`src/rtl/csr_file_pkg.sv`:
```
// Shared definitions for the machine-mode CSR file: addresses, Zicsr op
// encodings, mstatus bit positions, mcause codes and the misa value.
package csr_defs;

  localparam logic [11:0] CSR_MSTATUS  = 12'h300;
  localparam logic [11:0] CSR_MISA     = 12'h301;
  localparam logic [11:0] CSR_MIE      = 12'h304;
  localparam logic [11:0] CSR_MTVEC    = 12'h305;
  localparam logic [11:0] CSR_MSCRATCH = 12'h340;
  localparam logic [11:0] CSR_MEPC     = 12'h341;
  localparam logic [11:0] CSR_MCAUSE   = 12'h342;
  localparam logic [11:0] CSR_MTVAL    = 12'h343;
  localparam logic [11:0] CSR_MIP      = 12'h344;
  localparam logic [11:0] CSR_MHARTID  = 12'hF14;

  localparam logic [11:0] CSR_MCYCLE    = 12'hB00;
  localparam logic [11:0] CSR_MCYCLEH   = 12'hB80;
  localparam logic [11:0] CSR_MINSTRET  = 12'hB02;
  localparam logic [11:0] CSR_MINSTRETH = 12'hB82;
  localparam logic [11:0] CSR_CYCLE     = 12'hC00;
  localparam logic [11:0] CSR_CYCLEH    = 12'hC80;
  localparam logic [11:0] CSR_INSTRET   = 12'hC02;
  localparam logic [11:0] CSR_INSTRETH  = 12'hC82;

  typedef enum logic [2:0] {
    OP_RW  = 3'b001,
    OP_RS  = 3'b010,
    OP_RC  = 3'b011,
    OP_RWI = 3'b101,
    OP_RSI = 3'b110,
    OP_RCI = 3'b111
  } csr_op_e;

  localparam int MSTATUS_MIE  = 3;
  localparam int MSTATUS_MPIE = 7;

  localparam logic [31:0] MCAUSE_ILLEGAL    = 32'd2;
  localparam logic [31:0] MCAUSE_BREAKPOINT = 32'd3;
  localparam logic [31:0] MCAUSE_ECALL_M    = 32'd11;

  localparam logic [31:0] MISA_VALUE = 32'h4000_0100;

  // MPP is hardwired to machine mode, so only MIE/MPIE vary.
  function automatic logic [31:0] mstatus_view(input logic mie, input logic mpie);
    logic [31:0] v;
    v = 32'h0000_1800;
    v[MSTATUS_MIE]  = mie;
    v[MSTATUS_MPIE] = mpie;
    return v;
  endfunction

endpackage

```
`src/rtl/csr_counter64.sv`:
```
// 64-bit free-running counter with per-half overwrite; a write to either
// half takes precedence over that cycle's increment.
module csr_counter64 (
  input  logic        clk,
  input  logic        reset,
  input  logic        inc,
  input  logic        wr_lo,
  input  logic        wr_hi,
  input  logic [31:0] wdata,
  output logic [31:0] lo,
  output logic [31:0] hi
);

  logic [63:0] count;

  always_ff @(posedge clk) begin
    if (reset) begin
      count <= 64'd0;
    end else if (wr_lo || wr_hi) begin
      if (wr_lo) count[31:0]  <= wdata;
      if (wr_hi) count[63:32] <= wdata;
    end else if (inc) begin
      count <= count + 64'd1;
    end
  end

  assign lo = count[31:0];
  assign hi = count[63:32];

endmodule

```
`src/rtl/csr_file.sv`:
```
// Machine-mode CSR file and trap state for the RV32I core.
// Optional 64-bit mcycle/minstret counters are enabled by CSR_COUNTERS_EN.
module csr_file
  import csr_defs::*;
#(
  parameter logic [31:0] HART_ID     = 32'd0,
  parameter logic [31:0] MTVEC_RESET = 32'h0000_0000
) (
  input  logic        clk,
  input  logic        reset,
  input  logic [11:0] csr_addr,
  input  logic [2:0]  csr_op,
  input  logic        csr_we,
  input  logic        csr_src,
  input  logic [31:0] rs1_data,
  input  logic [4:0]  uimm,
  input  logic [4:0]  rs1_idx,
  output logic [31:0] csr_rdata,
  output logic        illegal_csr,
  input  logic        trap_entry,
  input  logic [31:0] trap_cause,
  input  logic [31:0] trap_pc,
  input  logic [31:0] trap_val,
  input  logic        mret,
  input  logic        instret_inc,
  output logic [31:0] trap_vector,
  output logic [31:0] mepc_out,
  output logic        mstatus_mie
);

  logic        st_mie;
  logic        st_mpie;
  logic [31:0] mie_q;
  logic [31:0] mip_q;
  logic [31:0] mtvec_q;
  logic [31:0] mscratch_q;
  logic [31:0] mepc_q;
  logic [31:0] mcause_q;
  logic [31:0] mtval_q;

  logic [31:0] src;
  logic [31:0] wdata;
  logic        implemented;
  logic        set_clear_op;
  logic        valid_op;
  logic        suppressed;
  logic        wr_req;
  logic        commit;

`ifdef CSR_COUNTERS_EN
  logic [31:0] cyc_lo, cyc_hi, ins_lo, ins_hi;
  logic        cyc_wr_lo, cyc_wr_hi, ins_wr_lo, ins_wr_hi;
  logic        unused_ok;
  assign unused_ok = csr_op[2];
`else
  logic [1:0]  unused_ok;
  assign unused_ok = {csr_op[2], instret_inc};
`endif

  // Read mux: the value returned is always the pre-write contents.
  always_comb begin
    csr_rdata   = 32'd0;
    implemented = 1'b1;
    case (csr_addr)
      CSR_MSTATUS:  csr_rdata = mstatus_view(st_mie, st_mpie);
      CSR_MISA:     csr_rdata = MISA_VALUE;
      CSR_MIE:      csr_rdata = mie_q;
      CSR_MTVEC:    csr_rdata = mtvec_q;
      CSR_MSCRATCH: csr_rdata = mscratch_q;
      CSR_MEPC:     csr_rdata = mepc_q;
      CSR_MCAUSE:   csr_rdata = mcause_q;
      CSR_MTVAL:    csr_rdata = mtval_q;
      CSR_MIP:      csr_rdata = mip_q;
      CSR_MHARTID:  csr_rdata = HART_ID;
`ifdef CSR_COUNTERS_EN
      CSR_MCYCLE, CSR_CYCLE:       csr_rdata = cyc_lo;
      CSR_MCYCLEH, CSR_CYCLEH:     csr_rdata = cyc_hi;
      CSR_MINSTRET, CSR_INSTRET:   csr_rdata = ins_lo;
      CSR_MINSTRETH, CSR_INSTRETH: csr_rdata = ins_hi;
`endif
      default:      implemented = 1'b0;
    endcase
  end

  assign src          = csr_src ? {27'd0, uimm} : rs1_data;
  assign valid_op     = (csr_op[1:0] != 2'b00);
  assign set_clear_op = csr_op[1];
  // Set/clear forms with a zero rs1/uimm field are pure reads.
  assign suppressed   = set_clear_op && (csr_src ? (uimm == 5'd0) : (rs1_idx == 5'd0));
  assign wr_req       = csr_we && valid_op && !suppressed;

  assign illegal_csr = csr_we && (!implemented || (wr_req && (csr_addr[11:10] == 2'b11)));
  assign commit      = wr_req && !illegal_csr && !trap_entry;

  always_comb begin
    case (csr_op[1:0])
      2'b10:   wdata = csr_rdata | src;
      2'b11:   wdata = csr_rdata & ~src;
      default: wdata = src;
    endcase
  end

  always_ff @(posedge clk) begin
    if (reset) begin
      st_mie     <= 1'b0;
      st_mpie    <= 1'b0;
      mie_q      <= 32'd0;
      mip_q      <= 32'd0;
      mtvec_q    <= MTVEC_RESET & ~32'h3;
      mscratch_q <= 32'd0;
      mepc_q     <= 32'd0;
      mcause_q   <= 32'd0;
      mtval_q    <= 32'd0;
    end else if (trap_entry) begin
      mepc_q   <= trap_pc & ~32'h3;
      mcause_q <= trap_cause;
      mtval_q  <= trap_val;
      st_mpie  <= st_mie;
      st_mie   <= 1'b0;
    end else begin
      if (mret) begin
        st_mie  <= st_mpie;
        st_mpie <= 1'b1;
      end
      if (commit) begin
        case (csr_addr)
          CSR_MSTATUS: begin
            if (!mret) begin
              st_mie  <= wdata[MSTATUS_MIE];
              st_mpie <= wdata[MSTATUS_MPIE];
            end
          end
          CSR_MIE:      mie_q      <= wdata;
          CSR_MIP:      mip_q      <= wdata;
          CSR_MTVEC:    mtvec_q    <= wdata & ~32'h3;
          CSR_MSCRATCH: mscratch_q <= wdata;
          CSR_MEPC:     mepc_q     <= wdata & ~32'h3;
          CSR_MCAUSE:   mcause_q   <= wdata;
          CSR_MTVAL:    mtval_q    <= wdata;
          default: ;
        endcase
      end
    end
  end

`ifdef CSR_COUNTERS_EN
  assign cyc_wr_lo = commit && (csr_addr == CSR_MCYCLE);
  assign cyc_wr_hi = commit && (csr_addr == CSR_MCYCLEH);
  assign ins_wr_lo = commit && (csr_addr == CSR_MINSTRET);
  assign ins_wr_hi = commit && (csr_addr == CSR_MINSTRETH);

  csr_counter64 u_mcycle (
    .clk   (clk),
    .reset (reset),
    .inc   (1'b1),
    .wr_lo (cyc_wr_lo),
    .wr_hi (cyc_wr_hi),
    .wdata (wdata),
    .lo    (cyc_lo),
    .hi    (cyc_hi)
  );

  csr_counter64 u_minstret (
    .clk   (clk),
    .reset (reset),
    .inc   (instret_inc),
    .wr_lo (ins_wr_lo),
    .wr_hi (ins_wr_hi),
    .wdata (wdata),
    .lo    (ins_lo),
    .hi    (ins_hi)
  );
`endif

  assign trap_vector = mtvec_q;
  assign mepc_out    = mepc_q;
  assign mstatus_mie = st_mie;

endmodule

```
`config.mk`:
```
export PLATFORM = sky130hd
export DESIGN_NAME = csr_file
export DESIGN_NICKNAME = d
export VERILOG_FILES = /design/src/rtl/csr_file_pkg.sv /design/src/rtl/csr_counter64.sv /design/src/rtl/csr_file.sv
export SDC_FILE = /design/constraint.sdc
export NUM_CORES = 1
export LEC_CHECK = 0
export CORE_ASPECT_RATIO = 1.1
export CORE_MARGIN = 3
export CORE_UTILIZATION = 35
export DETAILED_ROUTE_END_ITERATION = 6
export PLACE_DENSITY = 0.61
export SLEW_MARGIN = 20
export SYNTH_ARGS = -nofsm -noshare
export SYNTH_HDL_FRONTEND = slang
export SYNTH_HIERARCHICAL = 1
export SYNTH_SLANG_ARGS = --single-unit
```
`constraint.sdc`:
```
create_clock -name clk -period 3.3 [get_ports clk]
set_clock_uncertainty 0.1 [all_clocks]
set_input_delay 0.495 -clock clk [delete_from_list [all_inputs] [get_ports clk]]
set_output_delay 0.495 -clock clk [all_outputs]
set_load 0.01 [all_outputs]
```
# Word level (Yosys, flattened, before mapping)

Index checks and enable logic that the tools add are counted.

Reductions and logical operators: 28
Multiplexer cells: 23
Eq/ne operators: 13
Bitwise gates (word level): 4

Operators by type and width:

| cell                                                               | number |
|---|---|
| 32-bit two-way mux                                                 | 10 |
| 32-bit case mux with 9 select lines                                | 1 |
| 12-bit by 10-bit == test with 1-bit output (second input constant) | 9 |
| 32-bit case mux with 2 select lines                                | 1 |
| 32-bit AND                                                         | 1 |
| 32-bit inverter                                                    | 1 |
| 32-bit bitwise OR                                                  | 1 |
| 12-bit == test (second input constant)                             | 1 |
| 3-bit AND reduction                                                | 4 |
| 1-bit two-way mux                                                  | 11 |
| 5-bit logical NOT                                                  | 2 |
| 2-bit nonzero test                                                 | 5 |
| 10-bit OR reduction                                                | 1 |
| 1-bit logical AND                                                  | 7 |
| 2-bit == test (second input constant)                              | 3 |
| 2-bit AND reduction                                                | 3 |
| 1-bit logical NOT                                                  | 4 |
| 2-bit OR reduction                                                 | 1 |
| 1-bit logical OR                                                   | 1 |
| 1-bit inverter                                                     | 1 |

Input port bits: 160
Flip-flop bits (word level): 222

# Depth between registers and ports, before layout

Word-level depth: 13
Gate-level depth with buffers: 10
Gate-level depth less buffers: 6

# Worst setup path before layout

OpenSTA, ideal clock, no wires.

Path kind: input to output
From: input port csr_addr[7]
To: output port illegal_csr
Arrival time: 1.938 ns
Path buffers: 4
Slack: 0.767 ns
Cell stages on the path: 9
Cells stage by stage: nand4bb_1 > buf_4 > nor3_4 > buf_4 > buf_4 > buf_2 > a21oi_1 > a21oi_1 > nor2b_1

Longest elaborated chain between the ends: 6

Ends and longest elaborated chain:

| element                                                                             | line           | source |
|---|---|---|
| start, declared                                                                     | csr_file.sv:11 | `input logic [11:0] csr_addr,` |
| 12-bit by 10-bit == test with 1-bit output / 12-bit == test (equally long branches) | csr_file.sv:64 | `case (csr_addr)` |
| 10-bit OR reduction (no line) *                                                     | --             |  |
| 1-bit two-way mux *                                                                 | csr_file.sv:64 |  |
| 1-bit logical NOT *                                                                 | csr_file.sv:92 | `assign illegal_csr = csr_we && (!implemented \|\| (wr_req && (csr_addr[11:10] == 2'b11)));` |
| 1-bit logical OR *                                                                  | csr_file.sv:92 |  |
| 1-bit logical AND *                                                                 | csr_file.sv:92 |  |
| end, declared                                                                       | csr_file.sv:19 | `output logic illegal_csr,` |

Mark *: on every way between the ends. The rest lies on a longest branch, timed or not.

# Final worst setup path

From: input port csr_addr[5]
To: output port csr_rdata[30]

Longest elaborated chain between the ends: 2

Ends and longest elaborated chain:

| element                                    | line           | source |
|---|---|---|
| 12-bit by 10-bit == test with 1-bit output | csr_file.sv:64 |  |
| 32-bit case mux with 9 select lines *      | csr_file.sv:64 |  |
| end, declared                              | csr_file.sv:18 | `output logic [31:0] csr_rdata,` |

Marks and branches as above.

==> results by group <==
Synth
  • Post-Synth Adder-Cell Area: 0
  • Dominant cell type by area after synthesis: dfxtp_1
  • Mapped Area: 0.01225 mm^2
  • Synth area leaders: dfxtp_1 (36%), nand2_1 (6.4%), a211oi_1 (5.5%)
  • Largest family of logic cells by synthesized area: compound AO/OA/AOI/OAI gates
  • Post-synth EDFFs: 0
  • Flops & latches, synth: 222
  • Post-synth ARST share: 0
  • Mux cell area share after synthesis: 0.07457
  • Netlist cell types: 84
  • Post-Synth Simple-Gate Area: 0.2381
  • Sequential area share after synthesis: 0.3628
  • Main synth FF type: dfxtp_1
  • Compound-Gate Fraction of Synth Area: 0.2665
  • Gate Count Post-Synth: 1,482
  • Synth Area in XOR/XNOR: 0
  • Yosys top cell area share: 0.3628
  • Yosys warns: 6
  • Synthesized area per cell: 8.265 um^2
  • Top-count cell post-synth: dfxtp_1
  • Top cells by count, synth: dfxtp_1 (222), nand2_1 (209), nor2_1 (136), a211oi_1 (89), nand2b_1 (79)

Place
  • DP HPWL: 38,220 um
  • Cell Area, Placed: 0.01632 mm^2
  • DP Worst Slack: -285.2 ps
  • Buffers on Ports: 249
  • Placer Congestion: 0.9879

Critical path
  • Crit. End Element: primary output
  • Reg2Reg Depth: 8
  • Worst r2r src: mip_q[8]
  • Worst path cell trace: clkdlybuf4s50_1 -> and4bb_2 -> and4_1 -> buf_4 -> a22o_1 -> or3_1 -> dlygate4sd2_1
  • Req. time, crit path: 2700 ps
  • Worst path bufs/invs: 3
  • Setup crit start kind: input port
  • Delay-heaviest family, CP: buffers and inverters
  • Slowest cell on the critical path: clkdlybuf4s50_1
  • Critical Path AT: 2670 ps
  • CP max stage delay: 530 ps
  • Setup CP Type: input port to primary output
  • Worst-path maximum fanout: 5
  • WP depth: 7
  • Critical Path Source: csr_addr[5]

Floorplanning
  • Core area: 0.03438 mm^2
  • Die H: 202.2 um
  • Die Span X: 184.4 um
  • Die area: 0.03728 mm^2
  • Site Rows: 71
  • IO Count: 258
  • Initial Util: 0.3563

STA
  • Endpoints failing hold: 0
  • RSZ-0062 raised after global routing: false
  • Slew HR: 0.3784
  • Final period utilization: 0.9886
  • Period minus WS final: 3262 ps
  • Setup WS post-layout: 37.52 ps
  • Setup_tns: 0 ps
  • Finish-stage setup viols: 0
  • Slew @ Worst Pin: 932.4 ps
  • Max Transition Viols Final: 0
  • Fmax: 306.5 MHz

Min path
  • Hold depth: 2
  • Worst Hold Launch: reset
  • Hold Crit Class: input port to register

Finish
  • Net count, final: 1,981
  • P&R area growth vs syn: 41.82%
  • # fillers: 3,240
  • Layout cells sized above 1: 0.1804
  • Cell area after layout: 0.01737 mm^2

Drt
  • Drt drc: 3
  • First-iteration detailed-routing DRC count: 1,230
  • 1st-pass router iterations: 7
  • Via density: 5.836
  • Routed via count: 13.31k
  • Antenna Nets Post-Route: 0
  • Final wirelength: 53,320 um
  • Routed WL per cell: 23.39 um

Clocking
  • Clock Path Buffers: 3
  • H-tree levels: 1
  • Worst skew pair latency: 540 ps
  • Cts hold-fix bufs: 0
  • CTS Buf Count: 25
  • Total clock sinks: 222
  • Clock Tree Root: clkbuf_16
  • Clk slew on worst S/H paths: 70 ps
  • CTS tree: yes

Power and ir drop
  • Cell Pwr Density: 395.3 mW/mm^2
  • Maximum vdd drop: 0.0003528 V
  • Static Leak: 6.523 nW

Run status
  • Failing checks: design-rule violations
  • Status: finished, violations left

GRT
  • Antenna violations before repair: 5
  • Largest net degree at the start of global routing: 82
  • Global-route wire length before repair: 80,120 um
  • Vias in the first global route: 13.14k
  • Global route overflow: 0
  • Gr usage total: 0.2760

Run
  • Max cap viols: 0
state kept, by name (all words and copies together) (netlist names):
name,count
mcause_q,32
mie_q,32
mip_q,32
mscratch_q,32
mtval_q,32
mepc_out,30
trap_vector,30
mstatus_mie,1
st_mpie,1
layout make-up:
cell class / count / area (um^2) / area share
multi-input cells: 1113 / 7236 / 0.4165
repair buffers: 441 / 4197 / 0.2416
well taps: 438 / 548.0 / 0.03155
flip-flops and latches: 222 / 4444 / 0.2558
clock inverters: 16 / 190.2 / 0.01095
inverters: 18 / 67.56 / 0.003889
clock buffers: 30 / 684.4 / 0.03940
diodes: 2 / 5.005 / 0.0002881
cell families after synthesis:
| family | Yosys count |
|---|---|
| and+or+nand+nor | 576 |
| AOI/OAI and AO/OA | 444 |
| DFF | 222 |
| buffers and inverters | 151 |
| muxes | 88 |
| other | 1 |
placed cells by master (no fill, tap or decap), types with 19 or more instances in the layout:
master / n
a211oi_1: 88
a21oi_1: 73
a31oi_1: 19
a32o_1: 43
buf_12: 22
buf_4: 166
clkbuf_16: 25
clkdlybuf4s50_1: 209
dfxtp_1: 222
dlygate4sd2_1: 24
mux2_2: 26
mux2i_1: 62
nand2_1: 208
nand2b_1: 79
nand3_1: 25
nor2_1: 135
nor3_1: 26
o21ai_0: 54
o2bb2ai_1: 24
stage by stage:
| step | util | instances | hold slack [ps] | power, W |
|---|---|---|---|---|
| final | 0.5053 | 2280 | 229.3 | 0.006868 |
| after detailed placement | 0.4746 | 2221 | 343.2 | 0.003899 |
| after CTS | 0.5033 | 2273 | 204.5 | 0.006892 |
| after global placement | 0.4744 | 2221 | 335.8 | 0.003888 |
| after global routing | 0.5053 | 2280 | 266.3 | 0.007086 |
| after floorplan | - | 1485 | 319.4 | 0.003346 |
path summary, 6_finish.rpt:
kind	endpoint	slack (ps)
setup / recovery	csr_rdata[30]	40
hold / removal	mcause_q[8]	230
setup reg to reg	trap_vector[8]	1030
hold reg to reg	mie_q[13]	350
worst reg2reg max path: cells and delay by family (launching register included):
kind	cells	cell delay (ps)
AO/OA/AOI/OAI	4	880
flip-flops	1	360
buffers and inverters	2	330
AND/OR/NAND/NOR	2	510
what timing repair did:
item	CTS	global route
pin swaps	6	4
setup buffers	4	4
endpoints found under the hold margin	0	0
cloned	2	1
setup endpoints to repair	33	21
resized for setup	63	19
per-layer routing:
metal / GRT usage / up-vias / routed length [um]
li1: - / 6160 / -
met1: 0.3676 / 6374 / 22360
met2: 0.4407 / 657 / 24480
met3: 0.05670 / 109 / 4437
met4: 0.1023 / 6 / 1998
met5: 0 / - / 43
power breakdown:
| part | internal [W] | switching, W | leakage, nW |
|---|---|---|---|
| Sequential | 0.00276 | 0.0000562 | 1.81 |
| Clock | 0.00179 | 0.00120 | 0.439 |
| Combinational | 0.000495 | 0.000562 | 4.28 |
| Total | 0.00505 | 0.00182 | 6.52 |
Power figures use the tool's default switching activity.
